File: src/rtl/pipelined_write_arb.sv
// Round-robin arbiter that captures one requester's complete write, then streams
// it to a single bus as a command beat followed by N data beats.
module pipelined_write_arb #(
  parameter int NUM_REQ       = 2,
  parameter int MAX_WR_CYCLES = 4,
  parameter int WR_WIDTH      = 8
) (
  input  logic                                  clk,
  input  logic                                  rst_n,
  input  logic [NUM_REQ-1:0]                    req_vld,
  output logic [NUM_REQ-1:0]                    req_rdy,
  input  logic [NUM_REQ*10-1:0]                 req_cmd,
  input  logic [NUM_REQ*MAX_WR_CYCLES*WR_WIDTH-1:0] req_dat,
  output logic                                  bus_vld,
  input  logic                                  bus_rdy,
  output logic [WR_WIDTH+1:0]                   bus_dat,
  output logic [NUM_REQ-1:0]                    wdone,
  output logic                                  err_type
);

  localparam int GW = (NUM_REQ > 1) ? $clog2(NUM_REQ) : 1;
  localparam int CW = (MAX_WR_CYCLES > 1) ? $clog2(MAX_WR_CYCLES) : 1;
  localparam int DW = MAX_WR_CYCLES * WR_WIDTH;
  localparam int BW = WR_WIDTH + 2;

  localparam logic [1:0] CT_VALID   = 2'd1;
  localparam logic [1:0] CT_DONE    = 2'd2;
  localparam logic [2:0] WT_MULTI   = 3'd1;
  localparam logic [2:0] WT_SINGLE  = 3'd2;

  typedef enum logic [1:0] {
    ST_IDLE = 2'd0,
    ST_CMD  = 2'd1,
    ST_DATA = 2'd2
  } state_t;

  state_t              state_r;
  logic [GW-1:0]       last_grant_r;
  logic [4:0]          cmd_r;
  logic [DW-1:0]       data_r;
  logic [CW-1:0]       cnt_r;
  logic                bus_vld_r;
  logic [BW-1:0]       bus_dat_r;
  logic [NUM_REQ-1:0]  req_rdy_r;
  logic [NUM_REQ-1:0]  wdone_r;
  logic                err_type_r;

  logic [GW-1:0]       grant_s;
  logic                found_s;
  logic [4:0]          cap_cmd_s;
  logic [DW-1:0]       cap_dat_s;
  logic [CW-1:0]       last_idx_s;
  logic [CW-1:0]       nxt_idx_s;

  function automatic logic [NUM_REQ-1:0] onehot(input logic [GW-1:0] idx);
    onehot = NUM_REQ'(1) << idx;
  endfunction

  function automatic logic [BW-1:0] data_beat(input logic [DW-1:0] d, input int k, input logic last);
    data_beat = {(last ? CT_DONE : CT_VALID), d[k*WR_WIDTH +: WR_WIDTH]};
  endfunction

  // Round-robin search starting just after the previous winner.
  always_comb begin
    grant_s = last_grant_r;
    found_s = 1'b0;
    for (int i = 1; i <= NUM_REQ; i++) begin
      if (!found_s && req_vld[(int'(last_grant_r) + i) % NUM_REQ]) begin
        grant_s = GW'((int'(last_grant_r) + i) % NUM_REQ);
        found_s = 1'b1;
      end else begin
        found_s = found_s;
      end
    end
  end

  // Slices of the winning requester and the index of the final data beat.
  always_comb begin
    cap_cmd_s = req_cmd[int'(grant_s)*10 +: 5];
    cap_dat_s = req_dat[int'(grant_s)*DW +: DW];
    nxt_idx_s = CW'(cnt_r + CW'(1));
    if (cmd_r[4:3] == 2'd0) begin
      last_idx_s = CW'(MAX_WR_CYCLES - 1);
    end else begin
      last_idx_s = CW'(cmd_r[4:3] - 2'd1);
    end
  end

  // Transaction FSM; every output is a register so nothing on the bus
  // depends combinationally on req_* or bus_rdy.
  always_ff @(posedge clk or negedge rst_n) begin
    if (!rst_n) begin
      state_r      <= ST_IDLE;
      last_grant_r <= GW'(NUM_REQ - 1);
      cmd_r        <= 5'd0;
      data_r       <= '0;
      cnt_r        <= '0;
      bus_vld_r    <= 1'b0;
      bus_dat_r    <= '0;
      req_rdy_r    <= '0;
      wdone_r      <= '0;
      err_type_r   <= 1'b0;
    end else begin
      req_rdy_r  <= '0;
      wdone_r    <= '0;
      err_type_r <= 1'b0;
      case (state_r)
        ST_IDLE: begin
          if (found_s) begin
            last_grant_r <= grant_s;
            cmd_r        <= cap_cmd_s;
            data_r       <= cap_dat_s;
            req_rdy_r    <= onehot(grant_s);
            err_type_r   <= (cap_cmd_s[2:0] > WT_SINGLE);
            bus_vld_r    <= 1'b1;
            bus_dat_r    <= BW'({1'b1, 4'b0000, cap_cmd_s});
            cnt_r        <= '0;
            state_r      <= ST_CMD;
          end
        end
        ST_CMD: begin
          if (bus_rdy) begin
            bus_dat_r <= data_beat(data_r, 0, (last_idx_s == CW'(0)));
            cnt_r     <= '0;
            state_r   <= ST_DATA;
          end
        end
        ST_DATA: begin
          if (bus_rdy) begin
            if ((cmd_r[2:0] == WT_MULTI) ||
                ((cmd_r[2:0] == WT_SINGLE) && (cnt_r == last_idx_s))) begin
              wdone_r <= onehot(last_grant_r);
            end
            if (cnt_r == last_idx_s) begin
              bus_vld_r <= 1'b0;
              bus_dat_r <= '0;
              cnt_r     <= '0;
              state_r   <= ST_IDLE;
            end else begin
              cnt_r     <= nxt_idx_s;
              bus_dat_r <= data_beat(data_r, int'(nxt_idx_s), (nxt_idx_s == last_idx_s));
            end
          end
        end
        default: begin
          bus_vld_r <= 1'b0;
          bus_dat_r <= '0;
          cnt_r     <= '0;
          state_r   <= ST_IDLE;
        end
      endcase
    end
  end

  assign req_rdy  = req_rdy_r;
  assign bus_vld  = bus_vld_r;
  assign bus_dat  = bus_dat_r;
  assign wdone    = wdone_r;
  assign err_type = err_type_r;

endmodule

File: config.mk
export PLATFORM = sky130hd
export DESIGN_NAME = pipelined_write_arb
export DESIGN_NICKNAME = d
export VERILOG_FILES = /design/src/rtl/pipelined_write_arb.sv
export SDC_FILE = /design/constraint.sdc
export NUM_CORES = 1
export LEC_CHECK = 0
export CAP_MARGIN = 20
export CORE_MARGIN = 2
export CORE_UTILIZATION = 26
export CTS_CLUSTER_DIAMETER = 80
export DETAILED_ROUTE_END_ITERATION = 16
export DONT_BUFFER_PORTS = 1
export PLACE_DENSITY_LB_ADDON = 0.2
export REMOVE_ABC_BUFFERS = 1
export SETUP_SLACK_MARGIN = 0.15
export SYNTH_ARGS = -nofsm -noshare
export SYNTH_HDL_FRONTEND = slang
export SYNTH_SLANG_ARGS = --single-unit
File: constraint.sdc
create_clock -name clk -period 1.6 [get_ports clk]
set_input_delay 0.32 -clock clk [delete_from_list [all_inputs] [get_ports clk]]
set_output_delay 0.32 -clock clk [all_outputs]
set_load 0.02 [all_outputs]
# --- After elaboration in Yosys (flattened, before gate mapping) ---
# Cells that the tools add are included.
totals:
  register_bits: 58
  latchBits: 0
  ram_bits: 0
  rom_bits: 0
  input_bits: 89
  out_inout_bits: 16
  mem_count: 0
classes:
  n_addsub: 4
  multipliers: 1
  div: 0
  magnitude_cmp: 3
  eq_ne: 10
  shifts: 5
  mux: 39
  bitwise: 3
  n_reduce_logical: 11
ops:
  columns: ["op", "count"]
  rows:
  - ["variable part select 64 x 7 -> 32 bit", 1]
  - ["2-to-1 mux 10 bit", 4]
  - ["2-to-1 mux 2 bit", 16]
  - ["variable part select 32 x 6 -> 8 bit", 1]
  - ["one-hot mux 10 bit (3 select lines)", 1]
  - ["variable part select 20 x 6 -> 5 bit", 1]
  - ["2-to-1 mux 1 bit", 15]
  - ["one-hot mux 2 bit (3 select lines)", 2]
  - ["!= test 2 bit (second input constant)", 4]
  - ["AND reduction 4 bit", 2]
  - ["zero test 2 bit", 3]
  - ["less-than comparator 2 x 3 -> 1 bit (second input constant)", 2]
  - ["== test 2 bit", 2]
  - ["multiplier 1 x 3 -> 4 bit (second input constant)", 1]
  - ["<< shifter 1 x 1 -> 2 bit (first input constant)", 2]
  - ["== test 3 x 1 -> 1 bit (second input constant)", 1]
  - ["== test 3 x 2 -> 1 bit (second input constant)", 1]
  - ["greater-than comparator 3 x 2 -> 1 bit (second input constant)", 1]
  - ["one-hot mux 1 bit (3 select lines)", 1]
  - ["AND reduction 3 bit", 1]
  - ["adder 1 bit (second input constant)", 2]
  - ["adder 2 x 1 -> 2 bit (second input constant)", 1]
  - ["AND 1 bit (first input constant)", 2]
  - ["== test 2 x 1 -> 1 bit (second input constant)", 1]
  - ["7 further kinds", 8]

# --- Depth between registers and ports, before layout ---
# Gate-level depths: netlist (run 1).
depth:
  depth_word: 14
  ltp_mapped: 7
  ltp_nobuf: 6

# --- Worst setup path after synthesis (run 1) ---
# OpenSTA, ideal clock, no wires.
synth_path:
  kind: "register to register"
  startpoint: "register cmd_r[3]"
  endpoint: "register wdone_r[1] (netlist: wdone[1])"
  setup_time_ps: 105
  arrival_time_ps: 1495
  slack_ps: 0
  stages_incl_launch_ff: 6
  n_path_buf: 0
  period_less_slack_ps: 1600
  path_cell_list: "dfrtp_1 -> ha_1 -> xnor2_2 -> and4b_1 -> a21oi_1 -> nor4b_1"
synth_via:
  elab_chain_len: 8
synth_rtl:
  columns: ["element", "line_no", "rtl"]
  rows:
  - ["from (decl)", "39", "logic [4:0] cmd_r;"]
  - ["from (signal assigned)", "111", "cmd_r <= cap_cmd_s;"]
  - ["subtractor 2 x 1 -> 2 bit or zero test 2 bit (tied branches)", "85, 82", null]
  - ["2-to-1 mux 2 bit *", "82", "if (cmd_r[4:3] == 2'd0) begin"]
  - ["== test 2 bit *", "131", "((cmd_r[2:0] == WT_SINGLE) && (cnt_r == last_idx_s))) begin"]
  - ["logical AND 1 bit *", "131", null]
  - ["logical OR 1 bit *", "130", "if ((cmd_r[2:0] == WT_MULTI) ||"]
  - ["2-to-1 mux 2 bit *", "130", null]
  - ["2-to-1 mux 2 bit *", "129", "if (bus_rdy) begin"]
  - ["2-to-1 mux 2 bit *", "107", "case (state_r)"]
  - ["to (signal assigned)", "132", "wdone_r <= onehot(last_grant_r);"]
  - ["to (decl)", "45", "logic [NUM_REQ-1:0] wdone_r;"]
# Mark *: on every way between the ends. The rest lies on a longest branch, timed or not.
# A chain may end at the register's enable or synchronous reset.

# --- Worst setup path in the final report (run 1) ---
layout_path:
  startpoint: "register cmd_r[4]"
  endpoint: "register cnt_r[0]"
layout_via:
  elab_chain_len: 6
layout_rtl:
  columns: ["element", "line_no", "rtl"]
  rows:
  - ["subtractor 2 x 1 -> 2 bit or zero test 2 bit (tied branches)", "85, 82", null]
  - ["2-to-1 mux 2 bit *", "82", null]
  - ["== test 2 bit *", "134", "if (cnt_r == last_idx_s) begin"]
  - ["2-to-1 mux 2 bit *", "134", null]
  - ["2-to-1 mux 2 bit *", "129", null]
  - ["one-hot mux 2 bit (3 select lines) *", "107", null]
  - ["to (signal assigned)", "140", "cnt_r <= nxt_idx_s;"]
  - ["to (decl)", "41", "logic [CW-1:0] cnt_r;"]
# Mark *: on every way between the ends. The rest lies on a longest branch, timed or not. The select of a mux whose other input is x is not followed.

==> results by group, run 1 <==
Synthesis
  • Cell variety after synth: 45
  • Synth top area share: 45.5%
  • Cells after synthesis: 299
  • Synth area leader: dfrtp_1
  • Ys async rst share: 100%
  • Synth top area cells: dfrtp_1, mux2i_1, nand2_1, mux4_2, o21ai_0
  • Synth Cell Area: 3130 um2
  • Yosys warnings: 0
  • Post-synth top flop: dfrtp_1
  • FF+latch count, synth: 58
  • Register area share after synthesis: 46.3%
  • Synthesized area per cell: about 10 um2
  • Most common cell in the netlist: dfrtp_1
  • Post-synth EDFFs: 0
  • List of most frequent post-synthesis cells: dfrtp_1, nand2_1, mux2i_1

Worst setup path
  • Crit path max fanout: 6
  • Crit path buf inv count: 2
  • Slowest-stage cell, CP: dfrtp_1
  • Kind of end point of the critical path: flop
  • Critical-path cell list: inv_2 > ha_4 > xnor2_4 > a21oi_4 > buf_12 > mux2_4
  • Setup CP Type: reg2reg
  • Top delay family on crit path: flip-flops
  • Crit-path max cell delay: around 0.38 ns
  • CP arrival: 1.74 ns
  • Critical path required time: roughly 1.8 ns
  • Worst setup SP type: flop

Power and ir drop
  • Power Total: 8.45 mW
  • Pwr/cell area: 2140 nW/um2
  • VDD IR max: around 610 uV
  • Static Leak: 1.67 nW

Timing
  • RSZ-0062 raised after global routing: true
  • Setup TNS: 0 ns
  • Slew @ Worst Pin: 0.523 ns
  • Worst hold slack: -0.314 ns
  • Tmin final: 1.54 ns
  • Max frequency: 650 MHz
  • Worst relative slew slack: 65.0%
  • # setup viols final: 0
  • Hold Violations, Final: 58
  • Clock Skew: between 0.006 and 0.007 ns
  • Period utilisation layout: 96.1%
  • Slew Viols, Final: 0

Global routing
  • First-pass GRT wire length: 13.1 mm
  • Vias in the first global route: ~2400
  • Largest net degree at the start of global routing: 59
  • Tot GR Track Use: 13.5%
  • Gr ovfl total: 0
  • Initial antenna violation count: 0

Routing
  • Vias: approximately 2300
  • Drt pass-1 iters: 4
  • Routed WL: about 8.2 mm
  • Routed Antenna Nets: 0
  • DRC: 0
  • Vias per inst: 4.83
  • DR iter-0 viols: 59
  • WL/cell: approximately 18 um

Floorplan
  • Row count: 40
  • Initial Utilization: around a quarter
  • Die Ht: 114 um
  • Die X: 114 um
  • Core region area: between 10000 and 15000 um2
  • Ports: 105
  • Die ar.: 12900 um2

Place
  • DP HPWL: 5.73 mm
  • Placed Area: 3380 um2
  • PortBufs: 0
  • Routability cong.: 0.802

Clocking
  • Clock Tree Buf Depth: 2
  • Clk sinks: 58
  • CTS tree: yes
  • H-tree depth: 3
  • Root Driver: clkbuf_16
  • Reg clk slew, reported paths: 0.05 ns
  • Clk_lat worst skew: approximately 0.33 ns
  • CTS buffer count: 9

Finish
  • Fin util: 33.2%
  • Synth-to-layout area growth: 26.2%
  • Nets@finish: 404
  • Design Area, Final: 3960 um2
  • Ant. Diodes: 0
  • Share of cells above drive strength 1: a little under a third

Outcome
  • Violated checks: negative hold slack
  • Status: finished, violations left

Job
  • Number of max-cap violations: 0

Worst hold path
  • HP Class: in2async
==> registers in the layout, summed over array words and instances (netlist names) <==
name          cells
bus_dat          10
bus_vld           1
cmd_r             5
cnt_r             2
data_r           32
err_type          1
last_grant_r      1
req_rdy           2
state_r           2
wdone             2
==> per-stage QoR <==
step	worst slack, ns	instances
global placement	-0.154	446
finish	0.0623	466
detailed placement	-0.199	446
CTS	0.0630	466
global route	-0.0126	466
floorplan	-1.07	277
==> power breakdown <==
part	internal, mW	switching (mW)
clock network	1.08	0.669
registers	2.15	0.671
logic	1.98	1.90
==> repair_timing <==
action / in CTS / in global routing
endpoints found under the setup margin: 55 / 54
resized for setup: 29 / 33
buffers inserted: 4 / 0
pin swaps: 9 / 8
endpoints found under the hold margin: 58 / 58
==> cells by family (layout without fill, tap and decap cells) <==
family                     after synthesis  in the layout  share of synthesized area, %
adders and majority gates                1              1                         0.399
xor gates and xnor gates                 3              3                          1.08
buffers and inverters                   27             47                          5.83
and+or+nand+nor                         83             83                          11.6
AOI/OAI and AO/OA                       80             80                          16.5
muxes                                   47             47                          18.2
DFF                                     58             58                          46.3
==> metal layers <==
metal | wire length [um] | up-vias | GRT usage [%]
met1 | 3480 | 1076 | 17.1
li1 | - | 1103 | -
met2 | 3910 | 62 | 21.1
met5 | 0 | - | 0
met4 | 175 | 0 | 6.02
met3 | 598 | 12 | 4.52
==> final timing paths <==
kind	start	to	slack, ns	depth (start not counted)
setup / recovery	cmd_r[4]	cnt_r[0]	0.06	6
hold / removal	rst_n	data_r[12]	-0.31	0
setup reg to reg	cmd_r[4]	cnt_r[0]	0.06	6
hold reg to reg	data_r[16]	data_r[16]	0.48	2
max in group asynchronous	rst_n	last_grant_r	1.73	0
min in group clk	req_vld[0]	state_r[0]	0.15	1
==> final cells by class <==
cell class,instances,area (um2)
Fill cell,1226,7960
Multi-Input combinational cell,214,1730
Sequential cell,58,1460
Timing Repair Buffer,26,293
Clock buffer,11,243
Tap cell,147,184
Clock inverter,5,30.0
Inverter,5,18.8
==> worst register-to-register path, delay by kind of cell, from the launching register on <==
kind,cells,cell delay [ns]
flops,1,0.38
mux,1,0.26
buf+inv,2,0.23
fa+ha+maj,1,0.22
xor+xnor,1,0.21
compound gates,1,0.11
==> layout by cell type (no fill, tap or decap), drive strengths merged <==
cell type	synthesis	routed
o21ai	47	47
o2bb2ai	1	1
a22oi	8	8
nand3b	1	1
clkbuf	4	11
buf	18	26
a211oi	2	2
and4b	1	1
nor2	12	12
a211o	1	1
nor2b	2	2
a21o	1	1
a21oi	9	9
nand2	52	52
mux4	8	8
xnor2	2	2
o31a	1	1
a22o	1	1
clkinv	0	3
ha	1	1
dfrtp	57	57
or3	1	1
a2bb2oi	1	1
nand2b	1	1
and2	1	1
nor4b	1	1
o311ai	5	5
clkinvlp	0	2
nand3	7	7
o311a	1	1
nor3	1	1
inv	5	5
xor2	1	1
dfstp	1	1
mux2	1	1
mux2i	38	38
nor4	1	1
o21bai	2	2
or2	2	2
(Power assumes the default switching activity.)
==> inputs of run 2 (changes only) <==
Settings changed: GPL_ROUTABILITY_DRIVEN set to 0, TNS_END_PERCENT set to 100.
==> results of run 2 <==
No change in the layout: final DEF, timing and power equal those of run 1.
==> inputs of run 3 (changes only) <==
Settings changed: CORE_UTILIZATION 26 to 55.
==> run 3 against run 2 <==
The run ends with negative hold slack, negative setup slack left; sequential share of layout area grew 1.0 points; die area is 51% lower; utilization rose by 37 points; largest cell class unchanged; first-iteration DRC count rose to 4.3 times the previous value; clock-buffer cell count down 2; critical endpoint is now bus_dat[2]; clock power fell by 17%; flip-flop and latch count stayed put.
==> results by group, run 3 (synthesis gave the netlist of run 1 again) <==
Worst hold path
  • HP Class: in2async

Routing
  • Drt pass-1 iters: 4
  • WL/cell: slightly below 20 um
  • Routed WL: 7.74 mm
  • Vias per inst: 6.05
  • DR iter-0 viols: between 200 and 300
  • Routed Antenna Nets: 0
  • DRC: 0
  • Vias: between 2000 and 2500

Worst setup path
  • Setup CP Type: reg2reg
  • Critical path required time: 1.82 ns
  • R2r startpoint: last_grant_r
  • Worst R2R Path Depth: 5
  • CP arrival: between 1.5 and 2 ns
  • Crit path max fanout: 6
  • R2R Setup Slk: -0.003 ns
  • Worst setup SP type: flop
  • Kind of end point of the critical path: flop
  • Critical R2R Capture: bus_dat[2]

Timing
  • Slew Viols, Final: 0
  • Final worst-path setup slack: -0.00332 ns
  • Worst relative slew slack: 66.6%
  • Period utilisation layout: 100%
  • RSZ-0062 raised after global routing: true
  • Max frequency: 624 MHz
  • Clock Skew: just over 0.006 ns
  • Tmin final: ~1.6 ns
  • Setup TNS: -0.00332 ns
  • Slew @ Worst Pin: 0.500 ns
  • Worst hold slack: -0.329 ns
  • Hold Violations, Final: 58
  • # setup viols final: 1

Outcome
  • Violated checks: negative hold slack, negative setup slack
  • Status: finished, violations left

Finish
  • Fin util: a little over two thirds
  • Synth-to-layout area growth: 22.7%
  • Most frequent cells in the layout: dfrtp_1, nand2_1, o21ai_1
  • Share of cells above drive strength 1: 28.4%
  • Nets@finish: 410
  • Design Area, Final: 3850 um2
  • Ant. Diodes: 0
  • Largest reg by FF count: data_r
  • Largest register FFs: 32
  • Most common cell after layout, fill and taps aside: dfrtp_1

Global routing
  • Largest net degree at the start of global routing: 59
  • Initial antenna violation count: 0
  • Vias in the first global route: 2364
  • Tot GR Track Use: 24.2%
  • Gr ovfl total: 0
  • First-pass GRT wire length: 11.6 mm

Floorplan
  • Core region area: 5510 um2
  • Row count: 27
  • Die ar.: 6320 um2
  • Ports: 105
  • Initial Utilization: 56.9%
  • Die Ht: 79.5 um
  • Die X: 79.5 um

Clocking
  • H-tree depth: 3
  • Clk sinks: 58
  • Clock Tree Buf Depth: 2
  • Reg clk slew, reported paths: about 0.070 ns
  • CTS tree: yes
  • Clk_lat worst skew: 0.34 ns
  • Root Driver: clkbuf_8
  • CTS buffer count: 9

Job
  • Number of max-cap violations: 0

Place
  • DP HPWL: 4.46 mm
  • PortBufs: 0
  • Placed Area: 3240 um2

Power and ir drop
  • Pwr/cell area: 2180 nW/um2
  • Static Leak: 1.68 nW
  • Power Total: ~8.4 mW
  • VDD IR max: 1300 uV
==> run 3: cell count changes in the layout (fill, tap and decap cells not counted), sizes merged <==
cell,before,now
buf,26,28
bufinv,0,2
clkbuf,11,12
clkinvlp,2,1
or2,2,3
==> run 3: critical path: stages, from the launching register on <==
cell       delay (ns)
dfstp_2          0.58
nor2_4           0.05
or2_4            0.31
clkbuf_16        0.19
o311ai_4         0.27
nand2_1          0.08
==> run 3: timing repair <==
item,4_1_cts,5_1_grt
setup endpoints to repair,55,53
pin swaps,6,8
buffers inserted,5,1
resized for setup,19,43
cloned,2,4
hold endpoints to repair,58,58
==> run 3: layout make-up <==
type	instances	area [um2]
clock buffer	9	124
clock inverter	6	82.6
fill	394	1660
inverter	5	18.8
multi-input combinational	215	1680
sequential	58	1460
tap	72	90.1
timing repair buffer	31	393
==> run 3: worst max path at each step <==
stage                 startpoint          to  slack [ns]
floorplan           last_grant_r    cmd_r[0]       -1.07
global placement        cmd_r[3]    cnt_r[0]        -0.1
detailed placement      cmd_r[3]    cnt_r[0]       -0.13
CTS                     cmd_r[4]    cnt_r[0]        0.03
global route            cmd_r[4]  bus_dat[7]       -0.07
finish              last_grant_r  bus_dat[2]      -0.003
==> run 3: routing by layer <==
| metal | part of all wire [%] | vias up | track usage [%] |
|---|---|---|---|
| li1 | - | 1109 | - |
| met1 | 42 | 1166 | 31.1 |
| met2 | 49 | 103 | 36.9 |
| met3 | 7.3 | 16 | 7.35 |
| met4 | 2.1 | 0 | 12.8 |
| met5 | 0 | - | 0 |
==> run 3: metrics by stage <==
step	setup WS, ns	std cells
6_report	-0.00332	396
5_1_grt	-0.0715	396
4_1_cts	0.0343	391
3_5_place_dp	-0.133	369
3_3_place_gp	-0.0997	369
2_1_floorplan	-1.07	277
==> run 3: power breakdown <==
group	leakage (nW)	switching [mW]	internal (mW)
clock	0.105	0.599	0.859
combinational	0.858	2.00	2.14
sequential	0.721	0.646	2.15
